==> src/rtl/serial_pattern_gen.sv <==
// serial_pattern_gen
//   Shifts a programmable bit pattern out MSB-first on ser_out, one bit per clock,
//   repeated a programmable number of times with idle-zero gaps between repetitions.
//   Intended to drive the x1 input of a sequence detector or act as a pattern source.
//
// Optional feature: define SPG_PARITY_EN to append an even-parity bit
// (^pattern[len-1:0]) after every repetition (PAR state).
//
// Ports
//   clk      in   rising-edge clock
//   rst      in   synchronous reset, active-high
//   start    in   transfer request, sampled only while idle
//   abort    in   cancel the current transfer (no done pulse)
//   pattern  in   [PAT_W-1:0] bits to send; pattern[len-1] first, pattern[0] last
//   len      in   [LEN_W-1:0] pattern length 1..PAT_W (larger values clamp to PAT_W)
//   reps     in   [REP_W-1:0] repetitions; 0 repeats until abort
//   gap      in   [GAP_W-1:0] zero cycles between repetitions
//   ser_out  out  registered serial bit
//   busy     out  high while a transfer is in progress
//   done     out  one-cycle pulse after normal completion
module serial_pattern_gen #(
    parameter int unsigned PAT_W = 8,
    parameter int unsigned LEN_W = 4,
    parameter int unsigned REP_W = 4,
    parameter int unsigned GAP_W = 4
) (
    input  logic             clk,
    input  logic             rst,
    input  logic             start,
    input  logic             abort,
    input  logic [PAT_W-1:0] pattern,
    input  logic [LEN_W-1:0] len,
    input  logic [REP_W-1:0] reps,
    input  logic [GAP_W-1:0] gap,
    output logic             ser_out,
    output logic             busy,
    output logic             done
);

`ifdef SPG_PARITY_EN
    typedef enum logic [1:0] {StIdle, StShift, StGap, StPar} state_e;
`else
    typedef enum logic [1:0] {StIdle, StShift, StGap} state_e;
`endif

    state_e state_q, state_d;

    logic             ser_q, ser_d;
    logic             done_q, done_d;
    logic [PAT_W-1:0] pat_q, pat_d;      // latched pattern, left-aligned to the MSB
    logic [PAT_W-1:0] shreg_q, shreg_d;  // working copy, shifted left each bit
    logic [LEN_W-1:0] len_q, len_d;
    logic [LEN_W-1:0] cnt_q, cnt_d;      // bits still to send after the current one
    logic [REP_W-1:0] rem_q, rem_d;      // repetitions left; 0 means endless
    logic [GAP_W-1:0] gap_q, gap_d;
    logic [GAP_W-1:0] gap_cnt_q, gap_cnt_d;
`ifdef SPG_PARITY_EN
    logic             par_q, par_d;
`endif

    logic [LEN_W-1:0] len_clamped;
    logic [PAT_W-1:0] aligned;
    logic             rep_end;

    assign len_clamped = (len > LEN_W'(PAT_W)) ? LEN_W'(PAT_W) : len;
    // Left-aligning drops bits above len-1, so the MSB is always the first bit out
    // and the XOR of the aligned word is the parity of the active bits only.
    assign aligned = pattern << (LEN_W'(PAT_W) - len_clamped);

    always_comb begin
        state_d   = state_q;
        ser_d     = 1'b0;
        done_d    = 1'b0;
        pat_d     = pat_q;
        shreg_d   = shreg_q;
        len_d     = len_q;
        cnt_d     = cnt_q;
        rem_d     = rem_q;
        gap_d     = gap_q;
        gap_cnt_d = gap_cnt_q;
`ifdef SPG_PARITY_EN
        par_d     = par_q;
`endif
        rep_end   = 1'b0;

        unique case (state_q)
            StIdle: begin
                if (start && !abort && (len != '0)) begin
                    pat_d   = aligned;
                    len_d   = len_clamped;
                    rem_d   = reps;
                    gap_d   = gap;
`ifdef SPG_PARITY_EN
                    par_d   = ^aligned;
`endif
                    ser_d   = aligned[PAT_W-1];
                    shreg_d = aligned << 1;
                    cnt_d   = len_clamped - LEN_W'(1);
                    state_d = StShift;
                end
            end
            StShift: begin
                if (cnt_q != '0) begin
                    ser_d   = shreg_q[PAT_W-1];
                    shreg_d = shreg_q << 1;
                    cnt_d   = cnt_q - LEN_W'(1);
                end else begin
`ifdef SPG_PARITY_EN
                    ser_d   = par_q;
                    state_d = StPar;
`else
                    rep_end = 1'b1;
`endif
                end
            end
`ifdef SPG_PARITY_EN
            StPar: begin
                rep_end = 1'b1;
            end
`endif
            StGap: begin
                if (gap_cnt_q == '0) begin
                    ser_d   = pat_q[PAT_W-1];
                    shreg_d = pat_q << 1;
                    cnt_d   = len_q - LEN_W'(1);
                    state_d = StShift;
                end else begin
                    gap_cnt_d = gap_cnt_q - GAP_W'(1);
                end
            end
            default: state_d = StIdle;
        endcase

        // Last bit of a repetition has just been sent: finish, gap, or restart.
        if (rep_end) begin
            if (rem_q == REP_W'(1)) begin
                done_d  = 1'b1;
                state_d = StIdle;
            end else begin
                if (rem_q != '0) begin
                    rem_d = rem_q - REP_W'(1);
                end
                if (gap_q != '0) begin
                    gap_cnt_d = gap_q - GAP_W'(1);
                    state_d   = StGap;
                end else begin
                    // Back-to-back repetition, no dead cycle.
                    ser_d   = pat_q[PAT_W-1];
                    shreg_d = pat_q << 1;
                    cnt_d   = len_q - LEN_W'(1);
                    state_d = StShift;
                end
            end
        end

        if (abort && (state_q != StIdle)) begin
            state_d = StIdle;
            ser_d   = 1'b0;
            done_d  = 1'b0;
        end
    end

    always_ff @(posedge clk) begin
        if (rst) begin
            state_q   <= StIdle;
            ser_q     <= 1'b0;
            done_q    <= 1'b0;
            pat_q     <= '0;
            shreg_q   <= '0;
            len_q     <= '0;
            cnt_q     <= '0;
            rem_q     <= '0;
            gap_q     <= '0;
            gap_cnt_q <= '0;
`ifdef SPG_PARITY_EN
            par_q     <= 1'b0;
`endif
        end else begin
            state_q   <= state_d;
            ser_q     <= ser_d;
            done_q    <= done_d;
            pat_q     <= pat_d;
            shreg_q   <= shreg_d;
            len_q     <= len_d;
            cnt_q     <= cnt_d;
            rem_q     <= rem_d;
            gap_q     <= gap_d;
            gap_cnt_q <= gap_cnt_d;
`ifdef SPG_PARITY_EN
            par_q     <= par_d;
`endif
        end
    end

    assign ser_out = ser_q;
    assign busy    = (state_q != StIdle);
    assign done    = done_q;

endmodule

==> config.mk <==
export PLATFORM = sky130hd
export DESIGN_NAME = serial_pattern_gen
export DESIGN_NICKNAME = d
export VERILOG_FILES = /design/src/rtl/serial_pattern_gen.sv
export SDC_FILE = /design/constraint.sdc
export NUM_CORES = 1
export LEC_CHECK = 0
export ABC_CLOCK_PERIOD_IN_PS = 5200
export CORE_UTILIZATION = 50
export CTS_CLUSTER_DIAMETER = 200
export DETAILED_ROUTE_END_ITERATION = 12
export PLACE_DENSITY = 0.69
export SYNTH_ARGS = -nofsm -noshare
export SYNTH_HDL_FRONTEND = slang
export SYNTH_SLANG_ARGS = --single-unit
==> constraint.sdc <==
create_clock -name clk -period 5.2 [get_ports clk]
set_input_delay 0.52 -clock clk [delete_from_list [all_inputs] [get_ports clk]]
set_output_delay 0.52 -clock clk [all_outputs]
set_load 0.1 [all_outputs]
==> run_results.csv, run 1 <==
group,metric,value,unit
clock_network,cts_buffers,5,
setup_path,max_stage_delay,670,ps
clock_network,root_buffer,"clkbuf_8",
sta,fin_ws,1850,ps
pwr,power_density,283,nW/um2
placement,port_buffers,26,
yosys,synth-async-reset-ratio,0,
clock_network,clock-sinks,40,
yosys,netlist_top_cells_count,"dfxtp_1, nand2_1, a21oi_1, nor2_1, inv_1",
sta,fmax,298,MHz
layout,drive_gt1_frac,0.0818,
layout,syn2layout_area_growth,15.8,%
floorplan,core_area,4750,um2
layout,final_nets,349,
setup_path,reg2regPathDepth,7,
grt,overflow,0,
grt,use_met3,0.0431,
grt,grt-busiest-layer,"met2",
clock_network,cts.htree.levels,2,
clock_network,ctsResizeCount,0,
placement,dp_worst_setup_slack,1540,ps
outcome,status,"complete, no violations",
grt,first_global_vias,2081,
pwr,peakVddDrop,128,uV
drt,via_per_inst,5.80,
yosys,synth.area.top_cells,"dfxtp_1, nand2_1, a21oi_1, ha_1, a221oi_1",
drt,drt_iter0_drc,194,
setup_path,endpoint_kind,"register",
worst_hold_path,whs_path_depth,2,
floorplan,die_h,72.5,um
clock_network,cts_tree,"done",
run,cap_violations,0,
setup_path,crit_required,5340,ps
setup_path,arrival,3490,ps
grt,grt_pass1_wl,10000,um
drt,wl,5640,um
yosys,yosysTopAreaCellShare,0.322,
yosys,synth.distinct_cells,62,
yosys,synth_fp_nets,330,
sta,timing.final.crit_share,0.644,
sta,tightest_slew,975,ps
clock_network,clock_path_buffers,2,
layout,antennaDiodeCount,0,
sta,whs,473,ps
setup_path,r2r_slack,2830,ps
placement,post_dp_cell_area,2750,um2
sta,drv_slew,0,
pwr,cellLeakagePower,1.00,nW
floorplan,start_util,0.523,
yosys,avgSynthCellArea,8.35,um2
setup_path,path_cells,"clkdlybuf4s50_1 > nor2b_1 > inv_1 > ha_1 > mux2_2 > mux2i_1 > nor3_1 > a21oi_1 > a31oi_1",
sta,skew,4.45,ps
yosys,synthCells,298,
clock_network,clock_latency,290,ps
yosys,netlist.top_cell.by_area,"dfxtp_1",
yosys,synth-seq-area-share,0.322,
drt,vias,2233,
grt,grt_max_degree,42,
worst_hold_path,hold_class,"register to register",
floorplan,fp.dieW,72.5,um
clock_network,cts_setup_buffers,0,
drt,drc_errors,0,
floorplan,ios,27,
sta,rsz0062_at_grt,"false",
yosys,synth_edf_count,0,
layout,finish.instance_area,2880,um2
sta,relSlewSlack,0.350,
sta,setup_viol,0,
setup_path,start_kind,"input pin",
floorplan,die_area,5260,um2
yosys,synth_warnings,0,
yosys,yosysMostFrequentCell,"dfxtp_1",
setup_path,crit_path_top_delay_cell,"clkdlybuf4s50_1",
floorplan,std_cell_rows,25,
clock_network,path_clk_slew,70,ps
yosys,syn_area,2490,um2
layout,fillerInstances,426,
grt,met2_usage,0.375,
layout,seqCellArea,801,um2
grt,grt_util_met1,0.356,
grt,track_usage,0.245,
sta,period_needed,3350,ps
clock_network,cts_hold_buf,0,
yosys,ys_seq_elements,40,
yosys,synth-main-ff-cell,"dfxtp_1",
setup_path,cp_max_fo,10,
setup_path,setup.worst_path.class,"input pin to register",
layout,multi_input_area,1540,um2
placement,dp_hpwl,4010,um
sta,hold_violations,0,
pwr,p_total,0.816,mW
placement,gp_congestion,0.800,
grt,antenna_found_initial,0,
drt,routedWlPerCell,14.6,um
drt,drt_pass1_iterations,4,
sta,fin_setup_tns,0,ps
drt,ant_nets,0,
cell families (layout without fill, tap and decap cells):
kind of cell | after synthesis | count (layout) | synth area share
muxes | 10 | 10 | 0.0418
AOI/OAI and AO/OA | 93 | 93 | 0.261
adders and majority gates | 9 | 9 | 0.0443
DFF | 40 | 40 | 0.322
xor gates and xnor gates | 8 | 8 | 0.0357
buffers and inverters | 30 | 50 | 0.0584
and+or+nand+nor | 108 | 108 | 0.237
cell type report:
class,count,area share
clock inverter,1,0.0104
tap,67,0.0291
multi-input combinational,228,0.535
timing repair buffer,28,0.0956
sequential,40,0.278
clock buffer,7,0.0334
inverter,14,0.0182
sequential cells by signal, summed over array words and instances, names as in the netlist:
register   cells
cnt_q          4
gap_cnt_q      4
state_q        2
shreg_q        8
len_q          4
rem_q          4
ser_out        1
pat_q          8
done           1
gap_q          4
critical path: cells and delay by family:
| family | cells | cell delay [ps] |
|---|---|---|
| AND/OR/NAND/NOR | 2 | 740 |
| AO/OA/AOI/OAI | 2 | 260 |
| adder cells (fa/ha/maj) | 1 | 520 |
| buffers and inverters | 2 | 870 |
| multiplexers | 2 | 570 |
cell usage in the layout, fill, tap and decap left out, types with 4 or more instances in the layout:
cell,count
nor3b_1,6
o21ai_0,10
ha_1,8
nor2_1,18
a21oi_1,28
nand2_1,39
nand3b_1,4
clkbuf_8,7
a211oi_1,9
clkdlybuf4s50_1,26
nor3_1,9
dfxtp_1,40
nand3_1,4
a31oi_1,4
nand2b_1,5
o21bai_1,5
inv_1,13
a221oi_1,9
xor2_1,4
mux2i_1,7
per-stage QoR:
stage,std cells,util
3_3_place_gp,377,0.579
2_1_floorplan,298,-
6_report,385,0.606
3_5_place_dp,377,0.579
4_1_cts,385,0.606
5_1_grt,385,0.606
report_power, final:
group	switching, mW	internal, mW
combinational	0.109	0.0806
sequential	0.0194	0.327
clock	0.110	0.169
total	0.239	0.577
path summary, 6_finish.rpt:
| path | to | from |
|---|---|---|
| max | shreg_q[4]$_SDFF_PP0_ | len[0] |
| min | pat_q[7]$_SDFFE_PP0P_ | pat_q[7]$_SDFFE_PP0P_ |
| max reg2reg | cnt_q[1]$_SDFF_PP0_ | gap_q[0]$_SDFFE_PP0P_ |
| min reg2reg | pat_q[7]$_SDFFE_PP0P_ | pat_q[7]$_SDFFE_PP0P_ |
metal layers:
layer,vias to the layer above,share of wire
li1,1135,-
met1,1032,0.50
met2,61,0.44
met3,5,0.048
met4,0,0.0099
met5,-,0
Power figures use the tool's default switching activity.
==> inputs of run 2 (changes only) <==
--- a/config.mk
+++ b/config.mk
@@ -5,11 +5,11 @@
 export SDC_FILE = /design/constraint.sdc
 export NUM_CORES = 1
 export LEC_CHECK = 0
-export ABC_CLOCK_PERIOD_IN_PS = 5200
+export ABC_CLOCK_PERIOD_IN_PS = 2970
 export CORE_UTILIZATION = 50
 export CTS_CLUSTER_DIAMETER = 200
 export DETAILED_ROUTE_END_ITERATION = 12
-export PLACE_DENSITY = 0.69
+export PLACE_DENSITY = 0.72
 export SYNTH_ARGS = -nofsm -noshare
 export SYNTH_HDL_FRONTEND = slang
 export SYNTH_SLANG_ARGS = --single-unit
==> constraint.sdc (replaced) <==
create_clock -name clk -period 2.97 [get_ports clk]
set_input_delay 0.297 -clock clk [delete_from_list [all_inputs] [get_ports clk]]
set_output_delay 0.297 -clock clk [all_outputs]
set_load 0.1 [all_outputs]
==> run_results.csv, run 2 (synthesis gave the netlist of run 1 again) <==
group,metric,value,unit
layout,final_nets,357,
floorplan,ios,27,
layout,seqCellArea,801,um2
floorplan,core_area,4750,um2
setup_path,critPathBufInv,1,
sta,setup_viol,0,
setup_path,arrival,2510,ps
setup_path,setup.worst_path.class,"input pin to register",
pwr,p_total,1.32,mW
layout,final_common_cell,"dfxtp_1",
setup_path,start_kind,"input pin",
setup_path,cp_max_fo,10,
sta,period_needed,2340,ps
floorplan,die_area,5260,um2
drt,vias,2272,
layout,top_regs,"pat_q (8), shreg_q (8)",
layout,final_cell_mix,"dfxtp_1, nand2_1, a21oi_1",
grt,antenna_found_initial,0,
setup_path,endpoint_kind,"register",
run,cap_violations,0,
floorplan,fp.dieW,72.5,um
clock_network,ctsResizeCount,0,
clock_network,cts_buffers,5,
grt,overflow,0,
grt,grt-busiest-layer,"met2",
sta,tightest_slew,960,ps
placement,placedCellCount,385,
layout,antennaDiodeCount,0,
grt,grt_util_met1,0.328,
drt,routedWlPerCell,14.6,um
layout,layout.cells.non_filler,393,
grt,met2_usage,0.378,
grt,grt_pass1_wl,9650,um
sta,hold_violations,0,
drt,drt_iter0_drc,194,
sta,rsz0062_at_grt,"false",
sta,fmax,428,MHz
setup_path,max_stage_delay,700,ps
clock_network,cts_tree,"done",
sta,timing.final.crit_share,0.786,
placement,gp_congestion,0.850,
pwr,peakVddDrop,234,uV
outcome,status,"complete, no violations",
worst_hold_path,hold_class,"register to register",
clock_network,root_buffer,"clkbuf_8",
drt,drc_errors,0,
setup_path,path_cells,"clkdlybuf4s50_1 > nand2b_1 > ha_1 > mux2_2 > nor2_1 > a211oi_1 > o21ai_0 > a211oi_1",
grt,first_global_vias,2061,
pwr,cellLeakagePower,1.02,nW
sta,fin_setup_tns,0,ps
clock_network,cts.htree.levels,2,
floorplan,std_cell_rows,25,
setup_path,crit_top_cell,"a211oi_1",
layout,drive_gt1_frac,0.101,
grt,grt_max_degree,20,
grt,use_met3,0.0375,
drt,ant_nets,0,
placement,port_buffers,26,
sta,relSlewSlack,0.358,
drt,wl,5720,um
setup_path,crit_path_top_delay_cell,"clkdlybuf4s50_1",
sta,whs,473,ps
clock_network,path_clk_slew,80,ps
layout,fillerInstances,445,
drt,drt_pass1_iterations,7,
floorplan,start_util,0.523,
setup_path,crit_required,3140,ps
sta,skew,4.37,ps
layout,multi_input_area,1540,um2
setup_path,cpLargestDelayFamily,"buffers and inverters",
clock_network,cts_hold_buf,0,
clock_network,clock-sinks,40,
pwr,power_density,456,nW/um2
floorplan,die_h,72.5,um
layout,syn2layout_area_growth,16.6,%
clock_network,cts_setup_buffers,0,
grt,track_usage,0.235,
drt,via_per_inst,5.78,
clock_network,clock_path_buffers,2,
placement,dp_hpwl,4230,um
sta,drv_slew,0,
clock_network,clock_latency,290,ps
## run 2: changes by cell type in the layout (fill, tap and decap cells not counted), sizes merged
cell	before	now
buf	2	11
bufinv	1	0
clkdlybuf4s50	26	25
clkbuf	7	8
## run 2: power by group
part	total (mW)	switching (mW)	internal, mW
Clock	0.372	0.182	0.189
Sequential	0.606	0.0335	0.573
Combinational	0.345	0.196	0.149
Total	1.32	0.412	0.911
## run 2: metrics by stage
step / instance area [um2] / setup WS, ps / utilization
2_1_floorplan: 2490 / 635 / -
3_3_place_gp: 2810 / 389 / 0.591
3_5_place_dp: 2810 / 329 / 0.591
4_1_cts: 2900 / 641 / 0.610
5_1_grt: 2900 / 369 / 0.610
6_report: 2900 / 635 / 0.610
## run 2: layout make-up
type                            count  share of cell area
Multi-Input combinational cell    228               0.531
Sequential cell                    40               0.276
Timing Repair Buffer               36               0.115
Clock buffer                        8              0.0310
Tap cell                           67              0.0289
Inverter                           14              0.0181
## run 2: final timing paths
kind / from / end / slack (ps) / cells past startpoint
worst min-delay path: len_q[3]$_SDFFE_PP0P_ / len_q[3]$_SDFFE_PP0P_ / 470 / 2
worst max-delay path: len[1] / shreg_q[6]$_SDFF_PP0_ / 630 / 8
worst min register to register: len_q[3]$_SDFFE_PP0P_ / len_q[3]$_SDFFE_PP0P_ / 470 / 2
worst max register to register: gap_cnt_q[0]$_SDFF_PP0_ / shreg_q[1]$_SDFF_PP0_ / 770 / 7
## run 2: routing by layer
layer / routed length (um) / share of wire
met1: 2750 / 0.48
met2: 2560 / 0.45
met3: 323 / 0.056
met4: 84 / 0.015
met5: 0 / 0
## run 2: tightest hold or removal path, delay by kind of cell, from the launching register on
| kind | cells | cell delay, ps |
|---|---|---|
| AO/OA/AOI/OAI | 1 | 50 |
| AND/OR/NAND/NOR | 1 | 50 |
| flip-flops | 1 | 320 |
==> inputs of run 3 (changes only) <==
--- a/config.mk
+++ b/config.mk
@@ -5,11 +5,11 @@
 export SDC_FILE = /design/constraint.sdc
 export NUM_CORES = 1
 export LEC_CHECK = 0
-export ABC_CLOCK_PERIOD_IN_PS = 2970
+export ABC_CLOCK_PERIOD_IN_PS = 2180
 export CORE_UTILIZATION = 50
 export CTS_CLUSTER_DIAMETER = 200
 export DETAILED_ROUTE_END_ITERATION = 12
-export PLACE_DENSITY = 0.72
+export PLACE_DENSITY = 0.69
 export SYNTH_ARGS = -nofsm -noshare
 export SYNTH_HDL_FRONTEND = slang
 export SYNTH_SLANG_ARGS = --single-unit
==> constraint.sdc (replaced) <==
create_clock -name clk -period 2.18 [get_ports clk]
set_input_delay 0.218 -clock clk [delete_from_list [all_inputs] [get_ports clk]]
set_output_delay 0.218 -clock clk [all_outputs]
set_load 0.1 [all_outputs]
==> run_results.csv, run 3 (synthesis gave the netlist of run 1 again) <==
group,metric,value,unit
outcome,status,"complete, no violations",
placement,dp_worst_setup_slack,-316,ps
layout,final_cell_mix,"dfxtp_1, nand2_1, buf_4",
clock_network,path_clk_slew,80,ps
floorplan,core_area,4750,um2
layout,top_regs,"pat_q (8), shreg_q (8)",
clock_network,root_buffer,"clkbuf_8",
layout,syn2layout_area_growth,25.8,%
drt,vias,2384,
clock_network,cts_tree,"done",
layout,drive_gt1_frac,0.180,
placement,dp_hpwl,4540,um
drt,drt_iter0_drc,170,
layout,fillerInstances,447,
grt,track_usage,0.247,
placement,port_buffers,26,
sta,rsz0062_at_grt,"false",
clock_network,clock_path_buffers,2,
grt,grt_pass1_wl,10200,um
worst_hold_path,hold_class,"input pin to register",
worst_hold_path,hp-start,"len[3]",
layout,seqCellArea,801,um2
floorplan,die_area,5260,um2
layout,multi_input_area,1550,um2
layout,antennaDiodeCount,0,
layout,final_nets,381,
clock_network,cts_buffers,5,
floorplan,ios,27,
drt,ant_nets,0,
sta,drv_slew,0,
sta,fin_setup_tns,0,ps
pwr,power_density,632,nW/um2
sta,tightest_slew,689,ps
pwr,cellLeakagePower,1.16,nW
grt,grt_max_degree,42,
drt,routedWlPerCell,14.5,um
floorplan,die_h,72.5,um
floorplan,std_cell_rows,25,
clock_network,clock_latency,310,ps
pwr,peakVddDrop,387,uV
grt,overflow,0,
sta,hold_violations,0,
grt,first_global_vias,2196,
clock_network,clock-sinks,40,
setup_path,setup.worst_path.class,"register to register",
sta,skew,10.6,ps
drt,via_per_inst,5.72,
sta,period_needed,2070,ps
clock_network,cts.htree.levels,2,
sta,fin_ws,113,ps
layout,final_common_cell,"dfxtp_1",
setup_path,endpoint_kind,"register",
floorplan,fp.dieW,72.5,um
sta,relSlewSlack,0.539,
setup_path,startpoint,"rem_q[1]$_SDFF_PP0_",
drt,drc_errors,0,
setup_path,arrival,2240,ps
setup_path,crit_required,2350,ps
drt,drt_pass1_iterations,5,
drt,wl,6060,um
setup_path,cp_max_fo,4,
setup_path,start_kind,"register",
sta,setup_viol,0,
placement,gp_congestion,0.795,
sta,timing.final.crit_share,0.948,
setup_path,r2r-start,"rem_q[1]$_SDFF_PP0_",
sta,fmax,484,MHz
sta,whs,436,ps
grt,antenna_found_initial,0,
run,cap_violations,0,
floorplan,start_util,0.523,
==> run 3: cell count changes in the layout (fill, tap and decap cells not counted), sizes merged <==
cell / before / now
buf: 11 / 37
clkbuf: 8 / 5
clkdlybuf4s50: 25 / 22
bufinv: 0 / 1
clkinvlp: 0 / 1
dlymetal6s2s: 0 / 1
inv: 14 / 15
==> run 3: worst paths after layout <==
kind	endpoint	slack [ps]	cells after the start
min reg2reg	pat_q[5]$_SDFFE_PP0P_	480	2
min	len_q[3]$_SDFFE_PP0P_	440	4
max reg2reg	shreg_q[6]$_SDFF_PP0_	110	7
max	shreg_q[6]$_SDFF_PP0_	110	7
==> run 3: power breakdown <==
group          total [mW]  switching [mW]  internal [mW]
logic               0.521           0.280          0.241
registers           0.824          0.0440          0.780
clock network       0.630           0.286          0.345
==> run 3: worst max-delay path: stages, from the launching register on <==
cell and delay [ps]:
dfxtp_1 310, inv_1 110, ha_1 180, or3b_1 400
and4_1 290, a221o_1 270, a221oi_1 250, a211oi_1 120
==> run 3: cell type report <==
type / count / share of cell area
timing repair buffer: 60 / 0.167
clock buffer: 5 / 0.0220
multi-input combinational: 228 / 0.496
inverter: 14 / 0.0168
sequential: 40 / 0.256
tap: 67 / 0.0268
clock inverter: 3 / 0.0148
==> run 3: timing repair <==
action | CTS | global route
endpoints found under the setup margin | 2 | 11
setup buffers | 0 | 2
hold buffers | 0 | 0
pin swaps | 0 | 1
resized for setup | 1 | 3
==> run 3: metrics by stage <==
step	area, um2	instances	total power, mW	util
after detailed placement	2980	407	1.35	0.628
final	3130	417	1.98	0.658
after floorplan	2490	298	1.17	-
after global routing	3130	417	2.07	0.658
after global placement	2980	407	1.34	0.628
after CTS	3110	415	1.98	0.653
==> run 3: routing by layer <==
metal | vias up | GRT usage | part of all wire
met1 | 1111 | 0.330 | 0.48
met2 | 63 | 0.408 | 0.47
li1 | 1200 | - | -
met3 | 10 | 0.0458 | 0.037
met4 | 0 | 0.0632 | 0.012
met5 | - | 0 | 0
